## config.mk

```make
export PLATFORM = sky130hd
export DESIGN_NAME = program_loader
export DESIGN_NICKNAME = d
export VERILOG_FILES = /design/src/rtl/program_loader.sv
export SDC_FILE = /design/constraint.sdc
export NUM_CORES = 1
export LEC_CHECK = 0
export ABC_AREA = 1
export CORE_MARGIN = 2
export CORE_UTILIZATION = 25
export DETAILED_ROUTE_END_ITERATION = 8
export HOLD_SLACK_MARGIN = 0.1
export RECOVER_POWER = 50
export SLEW_MARGIN = 20
export SYNTH_ARGS = -nofsm -noshare
export SYNTH_HDL_FRONTEND = slang
export SYNTH_SLANG_ARGS = --single-unit
```

## constraint.sdc

```tcl
create_clock -name clk -period 3.3 [get_ports clk]
set_input_delay 0.495 -clock clk [delete_from_list [all_inputs] [get_ports clk]]
set_output_delay 0.495 -clock clk [all_outputs]
set_load 0.02 [all_outputs]
```

## src/rtl/program_loader.sv

```systemverilog
// program_loader: receives a program as a byte stream, assembles big-endian
// 32-bit words, writes them into instruction memory and holds the CPU in
// reset until the whole program is loaded.
// Optional feature macro: LOADER_CHECKSUM_EN (trailing mod-256 checksum byte).
//
// state | meaning
// IDLE  | after reset, waiting for load_start
// RECV  | accepting payload bytes, byte_ready high
// WRITE | one-cycle memory write of the assembled word
// CHECK | accepting the checksum byte (LOADER_CHECKSUM_EN only)
// DONE  | load complete, CPU released from reset
// ERROR | load rejected or checksum bad, CPU held in reset
module program_loader #(
  parameter int ADDR_WIDTH = 9,
  parameter int LEN_WIDTH  = ADDR_WIDTH - 1
) (
  input  logic                  clk,
  input  logic                  reset,
  input  logic                  load_start,
  input  logic [LEN_WIDTH-1:0]  load_len,
  input  logic [7:0]            byte_in,
  input  logic                  byte_valid,
  output logic                  byte_ready,
  output logic                  mem_we,
  output logic [ADDR_WIDTH-1:0] mem_addr,
  output logic [31:0]           mem_wdata,
  output logic                  cpu_reset,
  output logic                  busy,
  output logic                  done,
  output logic                  error
);

  localparam int WIDX_W = ADDR_WIDTH - 2;
  localparam logic [LEN_WIDTH:0] CAPACITY = (LEN_WIDTH + 1)'(1) << WIDX_W;

`ifdef LOADER_CHECKSUM_EN
  typedef enum logic [2:0] {IDLE, RECV, WRITE, CHECK, DONE, ERROR} state_t;
`else
  typedef enum logic [2:0] {IDLE, RECV, WRITE, DONE, ERROR} state_t;
`endif

  state_t                 state, state_d;
  logic [1:0]             byte_cnt;
  logic [LEN_WIDTH-1:0]   word_idx;
  logic [LEN_WIDTH-1:0]   len_q;
  logic [23:0]            shreg;
  logic                   start_ok;
  logic                   last_word;
`ifdef LOADER_CHECKSUM_EN
  logic [7:0]             sum;
`endif

  assign start_ok  = load_start && (state == IDLE || state == DONE || state == ERROR);
  assign last_word = (word_idx + LEN_WIDTH'(1)) == len_q;

  // Next-state logic; byte_ready is high exactly in RECV/CHECK, so byte_valid
  // alone qualifies acceptance there.
  always_comb begin
    state_d = state;
    case (state)
      IDLE, DONE, ERROR: begin
        if (load_start) begin
          if (load_len == '0) begin
`ifdef LOADER_CHECKSUM_EN
            state_d = CHECK;
`else
            state_d = DONE;
`endif
          end else if ({1'b0, load_len} > CAPACITY) begin
            state_d = ERROR;
          end else begin
            state_d = RECV;
          end
        end
      end
      RECV: begin
        if (byte_valid && byte_cnt == 2'd3) state_d = WRITE;
      end
      WRITE: begin
        if (last_word) begin
`ifdef LOADER_CHECKSUM_EN
          state_d = CHECK;
`else
          state_d = DONE;
`endif
        end else begin
          state_d = RECV;
        end
      end
`ifdef LOADER_CHECKSUM_EN
      CHECK: begin
        if (byte_valid) state_d = (byte_in == sum) ? DONE : ERROR;
      end
`endif
      default: state_d = IDLE;
    endcase
  end

  // State, datapath and registered outputs decoded from the next state.
  always_ff @(posedge clk) begin
    if (!reset) begin
      state      <= IDLE;
      byte_cnt   <= '0;
      word_idx   <= '0;
      len_q      <= '0;
      shreg      <= '0;
      byte_ready <= 1'b0;
      mem_we     <= 1'b0;
      mem_addr   <= '0;
      mem_wdata  <= '0;
      cpu_reset  <= 1'b1;
      busy       <= 1'b0;
      done       <= 1'b0;
      error      <= 1'b0;
`ifdef LOADER_CHECKSUM_EN
      sum        <= '0;
`endif
    end else begin
      state      <= state_d;
`ifdef LOADER_CHECKSUM_EN
      byte_ready <= (state_d == RECV) || (state_d == CHECK);
`else
      byte_ready <= (state_d == RECV);
`endif
      mem_we     <= (state_d == WRITE);
      busy       <= (state_d == RECV) || (state_d == WRITE);
      done       <= (state_d == DONE);
      error      <= (state_d == ERROR);
      cpu_reset  <= (state_d != DONE);

      if (start_ok) begin
        byte_cnt <= '0;
        word_idx <= '0;
        len_q    <= load_len;
`ifdef LOADER_CHECKSUM_EN
        sum      <= '0;
`endif
      end

      if (state == RECV && byte_valid) begin
        shreg    <= {shreg[15:0], byte_in};
        byte_cnt <= byte_cnt + 2'd1;
`ifdef LOADER_CHECKSUM_EN
        sum      <= sum + byte_in;
`endif
      end

      // The fourth byte is still on byte_in when the write is launched.
      if (state == RECV && state_d == WRITE) begin
        mem_addr  <= {word_idx[WIDX_W-1:0], 2'b00};
        mem_wdata <= {shreg, byte_in};
      end

      if (state == WRITE) word_idx <= word_idx + LEN_WIDTH'(1);
    end
  end

endmodule
```

# After elaboration in Yosys (flattened, before gate mapping)
# Index checks and enable logic that the tools add are counted.
# W data, S select, Z words.
[totals]
in_bits = 20
reg_bits = 90
[op_classes]
order_cmp = 1
mux = 10
eq_ne = 11
addsub = 2
n_reduce_logical = 12
[op_table]
columns = ["cell", "count"]
rows = [
  ["$mux W8", 2],
  ["$eq A3 B2 Y1 const B", 4],
  ["$mux W3", 4],
  ["$pmux W3 S3", 1],
  ["$add A8 B1 Y8 const B", 1],
  ["$eq A8 B8 Y1", 1],
  ["$gt A8 B8 Y1 const B", 1],
  ["$logic_not A8 Y1", 1],
  ["$eq A3 B1 Y1 const B", 2],
  ["$eq A3 B3 Y1 const B", 2],
  ["$mux W2", 3],
  ["$logic_and A1 B1 Y1", 4],
  ["$reduce_bool A2 Y1", 2],
  ["$logic_not A3 Y1", 1],
  ["$logic_or A1 B1 Y1", 3],
  ["$ne A3 B2 Y1 const B", 1],
  ["$reduce_or A3 Y1", 1],
  ["$add A2 B1 Y2 const B", 1],
  ["$eq A2 B2 Y1 const B", 1],
]

# Longest topological paths before layout
# Gate-level depths: netlist of the first run.
[logic_depth]
ltp_word = 7
depth_mapped = 13
mapped_depth_nobuf = 13

# Worst setup path before layout of the first run
# OpenSTA, ideal clock, no wires.
[synth_timing]
kind = "reg2reg"
start = "register word_idx[0]"
end = "register busy"
n_path_buf = 0
arrival_ns = 1.384
slack_ns = 1.800
period_less_slack_ns = 1.500
t_required_ns = 3.185
path_stages_with_launch = 11
path_cell_list = "dfxtp_1 ha_1 nand3_1 o21bai_1 nand2_1 nand2_1 nand3_1 nor2_2 nand2_2 nand3_1 nand2_1"
[synth_between]
elab_chain_cells = 6
[synth_lines]
columns = ["element", "line_no", "text"]
rows = [
  ["start, declared", "44", "logic [LEN_WIDTH-1:0] word_idx;"],
  ["start signal, assigned", "154", "if (state == WRITE) word_idx <= word_idx + LEN_WIDTH'(1);"],
  ["$add A8 B1 Y8 (*)", "54", "assign last_word = (word_idx + LEN_WIDTH'(1)) == len_q;"],
  ["$eq A8 B8 Y1 (*)", "54", ""],
  ["$mux W2 (*)", "80", "if (last_word) begin"],
  ["$pmux W3 S3 (*)", "60", "case (state)"],
  ["$eq A3 B1 Y1 or $eq A3 B2 Y1 (tied branches)", "126", "busy <= (state_d == RECV) || (state_d == WRITE);"],
  ["$logic_or A1 B1 Y1 (*)", "126", ""],
  ["end signal, assigned", "126", ""],
  ["end, declared", "28", "output logic busy,"],
]
# Every way passes the cells marked *; elsewhere a longest branch is shown, timed or not.
# A chain may end at the register's enable or synchronous reset.

# Final worst setup path of the first run
[layout_timing]
start = "input byte_valid"
end = "register mem_wdata[29]"
[layout_between]
elab_chain_cells = 5
[layout_lines]
columns = ["element", "line_no", "text"]
rows = [
  ["start, declared", "22", "input logic byte_valid,"],
  ["$logic_and A1 B1 Y1", "77", "if (byte_valid && byte_cnt == 2'd3) state_d = WRITE;"],
  ["$mux W3", "77", ""],
  ["$pmux W3 S3", "60", ""],
  ["$eq A3 B2 Y1", "149", "if (state == RECV && state_d == WRITE) begin"],
  ["$logic_and A1 B1 Y1", "149", ""],
  ["end signal, assigned", "151", "mem_wdata <= {shreg, byte_in};"],
  ["end, declared", "26", "output logic [31:0] mem_wdata,"],
]
# No other way between the ends.

==> results of run 1 <==
==> area by class of cell <==
type | instances | area [um^2] | area share
clock buffer | 9 | 225 | 0.0495
tap | 180 | 225 | 0.0495
sequential | 90 | 1800 | 0.396
clock inverter | 7 | 85.1 | 0.0187
multi-input combinational | 323 | 1460 | 0.320
inverter | 25 | 98.8 | 0.0217
timing repair buffer | 67 | 654 | 0.144
==> path summary, 6_finish.rpt <==
| path | startpoint | end | slack [ns] | cells past startpoint |
|---|---|---|---|---|
| worst max-delay path | byte_valid | mem_wdata[29] | 1.02 | 5 |
| worst min register to register | len_q[7] | len_q[7] | 0.48 | 2 |
| worst min-delay path | len_q[7] | len_q[7] | 0.48 | 2 |
| worst max register to register | state[0] | byte_cnt[0] | 1.16 | 6 |
==> cell usage after synthesis <==
master,instances
nor2_1,131
dfxtp_1,90
o21ai_0,74
nand2_1,46
a21oi_1,22
inv_1,20
nand3_1,20
clkbuf_1,14
buf_4,6
nand2_2,6
buf_2,4
inv_2,3
nor2_2,3
ha_1,2
nand3b_1,2
nand4_1,2
nor3_1,2
o21ai_1,2
a21oi_4,1
buf_6,1
clkinv_1,1
conb_1,1
inv_6,1
nand3_2,1
nor2_4,1
nor3_2,1
nor3_4,1
o21bai_1,1
or2_2,1
xnor2_1,1
xor2_1,1
==> kinds of logic after synthesis <==
| logic type | synth area share |
|---|---|
| fa+ha+maj | 0.00714 |
| flops | 0.514 |
| simple gates | 0.260 |
| buf+inv | 0.0650 |
| other cells | 0.00107 |
| compound gates | 0.147 |
| xor+xnor | 0.00500 |
==> flip-flops by register name, summed over array words and instances (netlist names), 2 cells and up <==
register,cells
byte_cnt,2
len_q,8
mem_addr,7
mem_wdata,32
shreg,24
state,3
word_idx,8
==> report_power, final <==
| part | switching (mW) | internal [mW] |
|---|---|---|
| Sequential | 0.0223 | 1.12 |
| Clock | 0.450 | 0.601 |
| Combinational | 0.0883 | 0.0605 |
==> stage by stage <==
stage / area [um^2] / util / std cells / total power, mW / hold slack (ns)
floorplan: 3510 / - / 463 / 1.27 / 0.429
global placement: 4260 / 0.309 / 685 / 1.32 / 0.454
detailed placement: 4260 / 0.309 / 685 / 1.32 / 0.457
CTS: 4570 / 0.332 / 701 / 2.38 / 0.474
global route: 4550 / 0.330 / 701 / 2.45 / 0.498
finish: 4550 / 0.330 / 701 / 2.34 / 0.476
==> per-layer routing <==
layer | routed length [um] | global-route usage | share of wire
met1 | 4070 | 0.153 | 0.50
met2 | 3520 | 0.176 | 0.43
met3 | 422 | 0.0362 | 0.052
met4 | 125 | 0.0445 | 0.015
met5 | 0 | 0 | 0
==> critical path: cells and delay by family <==
kind	cells	cell delay, ns
buf+inv	2	1.48
simple gates	2	0.33
compound gates	1	0.23
==> metrics, run 1 <==
RSZ-0062 raised after global routing=false; Startpoint Class=input pin; sequential fraction of the synthesis area=0.514; pin count of the biggest net entering global routing=58; worst skew pair latency=0.34 ns; post-DP HPWL=5800 um; commonest non-fill, non-tap cell in the layout=nor2_1; # resized after CTS=0; initial antenna violation count=0; post-CTS setup buffer count=0; minimum clock period=2.28 ns; boundary pin count=67; #FFs+latches synth=90; Synth Cell Area=3500 um^2; drt wl/cell=11.6 um; Initial Util=0.254; Area contributors post-synth=dfxtp_1 51%, nor2_1 14%, o21ai_0 11%, nand2_1 4.9%, a21oi_1 3.1%; number of fill cells in the layout=1498; Std-Cell Rows=43; WP data required=3.58 ns; Final Hold Fails=0; setup TNS=0 ns; global-route wire length before repair=13700 um; grt ovf=0; CTS tree=yes; pwr dens=515 nW/um^2; final cycle utilization of the critical path=0.691; CTS Buffer Depth=2; yosys warns=0; antenna viol nets, final=0; post-synth top area share=0.514; vias=3033; CP max FO=35; final slew viol count=0; drt total wl=8140 um; clock root buffer=clkbuf_16; Max VDD drop=224 uV; port buffer count=64; dominant cell type by area after synthesis=dfxtp_1; crit path cell chain=dlygate4sd3_1, nand3_1, clkbuf_1, o21ai_0, nor2_1; WP data arrival=2.56 ns; die footprint=15000 um^2; Largest stage delay, worst path=0.91 ns; Area Overhead vs Synth=29.9%; drt initial violations=116; CP endpoint kind=flip-flop; Die X=122 um; final worst setup slack=1.02 ns; Post-Syn Area per Cell=7.58 um^2; number of global-route vias before repair=2921; diode count=0; type of the most critical hold path=reg -> reg; slowest cell on the critical path=clkbuf_1; Final Skew=0.00525 ns; fmax=0.439 GHz; Yosys cell types=31; Core Area=13800 um^2; DR pass1 iterations=4; GRT Total Usage=0.116; leakage power=1.71 nW; hold buffer count at cts=0; DR DRC count=0; outcome=finished, final reports clean; CP Class=in -> reg; Least-Margin Pin Slew=1.21 ns; final setup fails=0; clock sink total=90; Max Cap Violations=0; Gate Count Post-Synth=462; routed vias/inst=4.33; DIE HEIGHT=122 um; most frequent cells in the layout=131 x nor2_1, 90 x dfxtp_1, 75 x o21ai_0; Final nets=538; placer congestion estimate=0.804; Reg clk slew, reported paths=0.07 ns; Slew HR=0.193; CTS Buf Count=9; CTS H-tree lvls=3; pre-CTS setup slack=1.21 ns; share of layout cells above drive strength 1=0.0653
Note: power is estimated with default switching activity, not from simulation.
==> run 2, diff against run 1 <==
Clock period 3.3 ns to 1.8 ns, I/O delays scaled along.
==> run 2 against run 1 <==
Effect of this change: clock power increased by 67%; via count increased by 0.40%; highest routed layer unchanged; die area stayed put; clock skew increased by 0.0012 ns; first-iteration DRC count is 52% higher; critical endpoint is now busy; worst setup slack got worse by 0.81 ns; combinational power up 90%; largest power group unchanged; wire length up 2.0%; sequential share of layout area decreased by 0.47 points.
==> metrics, run 2 (same netlist as run 1, synthesis figures left out) <==
Reg with most FFs=mem_wdata; post-DP HPWL=6010 um (+3.7%); Slew HR=0.662 (+0.469); WP data required=1.53 ns (-2.05 ns); setup TNS=0 ns (unchanged); final slew viol count=0 (unchanged); post-CTS setup buffer count=0 (unchanged); drt total wl=8300 um (+2.0%); vias=3045 (+0.40%); hold path depth=4 (+2); CTS H-tree lvls=3 (unchanged); pwr dens=896 nW/um^2 (+74%); reg2reg start=word_idx[1]; slowest cell on the critical path=dlygate4sd3_1; Startpoint Class=flip-flop; drt initial violations=176 (+52%); Hold WS=0.412 ns (-0.0640 ns); pin count of the biggest net entering global routing=57 (-1.7%); multi-input logic area=1470 um^2 (+0.77%); RR Endpoint=busy; global-route wire length before repair=13700 um (about the same); Max Cap Violations=0 (unchanged); CP Buf/Inv Count=1 (-1); CP max FO=1 (-97%); number of fill cells in the layout=1472 (-1.7%); boundary pin count=67 (unchanged); register area=1800 um^2 (unchanged); Least-Margin Pin Slew=0.507 ns (-0.703 ns); Layout Cells excl Fill=712 (+1.6%); CTS tree=yes; Critical Path Stages=1 (-4); CTS Buffer Depth=2 (unchanged); DR pass1 iterations=4 (unchanged); die footprint=15000 um^2 (unchanged); flop2flop setup slack=0.22 ns (-0.94 ns); number of global-route vias before repair=2835 (-2.9%); Die X=122 um (unchanged); commonest non-fill, non-tap cell in the layout=nor2_1; final setup fails=0 (unchanged); Reg clk slew, reported paths=0.07 ns (about the same); GRT Total Usage=0.116 (about the same); routed vias/inst=4.28 (-1.2%); placed cell count=696 (+1.6%); initial antenna violation count=0 (unchanged); Hold Crit Start=reset; Placed Area=4360 um^2 (+2.2%); Largest stage delay, worst path=0.67 ns (-0.24 ns); drt wl/cell=11.7 um (+0.39%); Largest regs=mem_wdata: 32 flops, shreg: 24 flops; grt ovf=0 (unchanged); antenna viol nets, final=0 (unchanged); port buffer count=64 (unchanged); leakage power=1.73 nW (+1.5%); Final Hold Fails=0 (unchanged); clock root buffer=clkbuf_16; most frequent cells in the layout=131 x nor2_1, 90 x dfxtp_1, 74 x o21ai_0; CP Class=reg -> out; # resized after CTS=0 (unchanged); clock sink total=90 (unchanged); CTS Buf Count=9 (unchanged); share of layout cells above drive strength 1=0.0865 (+0.0212); type of the most critical hold path=in -> reg; minimum clock period=1.59 ns; CP delay by family, top=buffers and inverters; Area Overhead vs Synth=31.4%; diode count=0 (unchanged); Initial Util=0.254 (unchanged); DR DRC count=0 (unchanged); R2R cell count=10 (+4); max FFs per register=32 (unchanged); Max VDD drop=416 uV (+86%); crit path cell chain=dlygate4sd3_1; post-layout utilization of the core=0.334 (+0.00400); DIE HEIGHT=122 um (unchanged); Final Skew=0.00643 ns (+0.00118 ns); final cycle utilization of the critical path=0.885; placer congestion estimate=0.745 (-7.4%); hold buffer count at cts=0 (unchanged); Core Area=13800 um^2 (unchanged); RSZ-0062 raised after global routing=false; finished layout cell area=4600 um^2 (+1.2%); worst skew pair latency=0.34 ns (about the same); hold endpoint=len_q[6]; WP data arrival=1.32 ns (-1.24 ns); Final nets=549 (+2.0%); outcome=finished, final reports clean; fmax=0.628 GHz; Std-Cell Rows=43 (unchanged); CP endpoint kind=output port
## run 2: cell count changes in the layout (fill, tap and decap cells not counted), sizes merged
| cell | delta |
|---|---|
| buf | +10 |
| clkdlybuf4s50 | +4 |
| dlygate4sd3 | -4 |
| clkinv | +3 |
| inv | -2 |
| bufinv | -1 |
| clkbuf | +1 |
## run 2: worst min-delay path, delay by kind of cell
kind	cells	cell delay (ns)
buf+inv	2	0.31
compound gates	1	0.08
simple gates	1	0.04
## run 2: layer usage
| metal | up-vias | global-route usage | wire, um |
|---|---|---|---|
| met2 | 68 | 0.170 | 3480 |
| met3 | 10 | 0.0325 | 461 |
| met5 | - | 0 | 0 |
| met4 | 0 | 0.0510 | 144 |
| met1 | 1345 | 0.157 | 4210 |
| li1 | 1622 | - | - |
## run 2: how the worst max path moves through the flow
stage / startpoint / end / slack [ns]
2_1_floorplan: word_idx[0] / busy / 0.30
5_1_grt: word_idx[3] / byte_ready / 0.03
4_1_cts: mem_wdata[11] / mem_wdata[11] / 0.18
6_report: busy / busy / 0.21
3_5_place_dp: load_len[1] / busy / 0.12
3_3_place_gp: load_len[1] / busy / 0.11
## run 2: layout make-up
| class | count | area share |
|---|---|---|
| Inverter | 25 | 0.0215 |
| Multi-Input combinational cell | 323 | 0.319 |
| Clock buffer | 9 | 0.0489 |
| Timing Repair Buffer | 78 | 0.159 |
| Tap cell | 180 | 0.0489 |
| Sequential cell | 90 | 0.391 |
| Clock inverter | 7 | 0.0111 |
## run 2: power by group
| group | switching (mW) | total (mW) | internal [mW] | leakage (nW) |
|---|---|---|---|---|
| Combinational | 0.166 | 0.283 | 0.117 | 0.870 |
| Sequential | 0.0398 | 2.09 | 2.05 | 0.730 |
| Clock | 0.804 | 1.75 | 0.942 | 0.132 |
## run 2: stage by stage
stage / setup slack (ns) / power, mW
after detailed placement: 0.118 / 2.44
final: 0.208 / 4.12
after floorplan: 0.300 / 2.32
after global routing: 0.0278 / 4.30
after CTS: 0.184 / 4.18
after global placement: 0.110 / 2.43
==> run 3, diff against run 2 <==
Clock period 1.8 ns to 2 ns, I/O delays scaled along.
==> run 3 against run 2 <==
Effect of this change: worst setup slack better by 0.12 ns; cell count decreased by 0.98%; register-to-register slack better by 0.11 ns; largest power group is now the clock network; clock skew grew 0.00096 ns; highest routed layer unchanged; largest cell class unchanged; count of clock-buffer cells in the layout did not move.
==> metrics, run 3 (same netlist as run 1, synthesis figures left out) <==
Max VDD drop=420 uV (+0.86%); pin count of the biggest net entering global routing=74 (+30%); commonest non-fill, non-tap cell in the layout=nor2_1; Layout Cells excl Fill=705 (-0.98%); Final Hold Fails=0 (unchanged); overall power=4.18 mW (+1.3%); # resized after CTS=0 (unchanged); CTS Buffer Depth=2 (unchanged); drt total wl=8380 um (+0.98%); CP max FO=28 (+27); Largest regs=mem_wdata: 32 flops, shreg: 24 flops; Reg clk slew, reported paths=0.06 ns (about the same); DIE HEIGHT=122 um (unchanged); grt ovf=0 (unchanged); Reg with most FFs=mem_wdata; Initial Util=0.254 (unchanged); CTS tree=yes; DR DRC count=0 (unchanged); worst skew pair latency=0.34 ns (about the same); CTS H-tree lvls=3 (unchanged); clock sink total=90 (unchanged); Startpoint Class=flip-flop; Hold WS=0.438 ns (+0.0265 ns); P_sw=0.877 mW (-13%); share of layout cells above drive strength 1=0.0762 (-0.0103); Slew HR=0.631 (-0.0309); final cycle utilization of the critical path=0.834; DR pass1 iterations=4 (unchanged); WP data arrival=1.89 ns (+0.57 ns); initial antenna violation count=0 (unchanged); routed vias/inst=4.38 (+2.5%); Logic pwr share=0.060 (-0.009); post-DP HPWL=5950 um (-0.92%); Switching Fraction=0.210 (-0.0348); diode count=0 (unchanged); Placed Area=4320 um^2 (-0.75%); Hold Crit Start=reset; design internal power=3.30 mW (+6.0%); reg2reg start=state[0]; clock root buffer=clkbuf_16; placed cell count=690 (-0.86%); number of global-route vias before repair=3020 (+6.5%); Clock power frac=0.489 (+0.065); pwr dens=898 nW/um^2 (+0.24%); boundary pin count=67 (unchanged); drt wl/cell=11.9 um (+2.0%); placer congestion estimate=0.764 (+2.5%); Least-Margin Pin Slew=0.554 ns (+0.0469 ns); CP Class=reg -> reg; Die X=122 um (unchanged); Reg power frac=0.451 (-0.057); die footprint=15000 um^2 (unchanged); outcome=finished, final reports clean; hold buffer count at cts=0 (unchanged); final slew viol count=0 (unchanged); Std-Cell Rows=43 (unchanged); global-route wire length before repair=13800 um (+0.71%); finished layout cell area=4650 um^2 (+1.1%); Core Area=13800 um^2 (unchanged); minimum clock period=1.67 ns; antenna viol nets, final=0 (unchanged); WP data required=2.22 ns (+0.69 ns); Final Skew=0.00738 ns (+0.000956 ns); RSZ-0062 raised after global routing=false; most frequent cells in the layout=131 x nor2_1, 90 x dfxtp_1, 75 x o21ai_0; CP endpoint kind=flip-flop; max FFs per register=32 (unchanged); final setup fails=0 (unchanged); Area Overhead vs Synth=32.9%; GRT Total Usage=0.117 (+0.00140); port buffer count=64 (unchanged); type of the most critical hold path=in -> reg; Critical path origin=state[0]; setup TNS=0 ns (unchanged); fmax=0.600 GHz; Final nets=543 (-1.1%); Max Cap Violations=0 (unchanged); vias=3091 (+1.5%); CTS Buf Count=9 (unchanged); flop2flop setup slack=0.33 ns (+0.11 ns); leakage power=1.84 nW (+6.0%); drt initial violations=156 (-11%); post-CTS setup buffer count=0 (unchanged)
run 3: changes by cell type in the layout (fill, tap and decap cells not counted), moves of 2 or more:
cell	before	now
dlygate4sd3_1	6	30
clkinv_2	2	0
clkinvlp_4	2	0
clkdlybuf4s50_1	57	33
bufinv_16	0	4
buf_4	11	5
run 3: final cells by class:
| type | count | area (um^2) |
|---|---|---|
| timing repair buffer | 72 | 702 |
| tap | 180 | 225 |
| multi-input combinational | 323 | 1460 |
| fill | 1489 | 9120 |
| clock buffer | 9 | 225 |
| sequential | 90 | 1800 |
| clock inverter | 6 | 138 |
| inverter | 25 | 98.8 |
run 3: worst paths after layout:
check,to,cells past startpoint
setup reg to reg,mem_wdata[12],6
setup / recovery,mem_wdata[12],6
hold reg to reg,byte_cnt[0],1
hold / removal,state[2],3
run 3: power by group through the flow:
| stage | clock (mW) | sequential [mW] | combinational (mW) |
|---|---|---|---|
| after CTS | 2.10 | 1.88 | 0.261 |
| after global routing | 2.17 | 1.89 | 0.289 |
| after detailed placement | 0 | 1.93 | 0.261 |
| after floorplan | 0 | 1.92 | 0.168 |
| after global placement | 0 | 1.92 | 0.258 |
| final | 2.04 | 1.88 | 0.249 |
run 3: stage by stage:
step,setup WS [ns],utilization
after floorplan,0.500,-
after global placement,0.275,0.314
after detailed placement,0.220,0.314
after CTS,0.360,0.340
after global routing,0.111,0.338
final,0.332,0.338
run 3: metal layers:
layer  vias to the layer above  global-route usage  wire length (um)
li1                       1606                   -                 -
met1                      1406               0.145              4010
met2                        73               0.190              3850
met3                         6              0.0302               436
met4                         0              0.0560                76
met5                         -                   0                 0
run 3: critical path, cell delays in order (launching register included):
cell and delay (ns):
dfxtp_1 0.39, inv_1 0.09, nor3_4 0.18, nand3_2 0.23
buf_2 0.33, o21ai_0 0.28, nor2_1 0.06
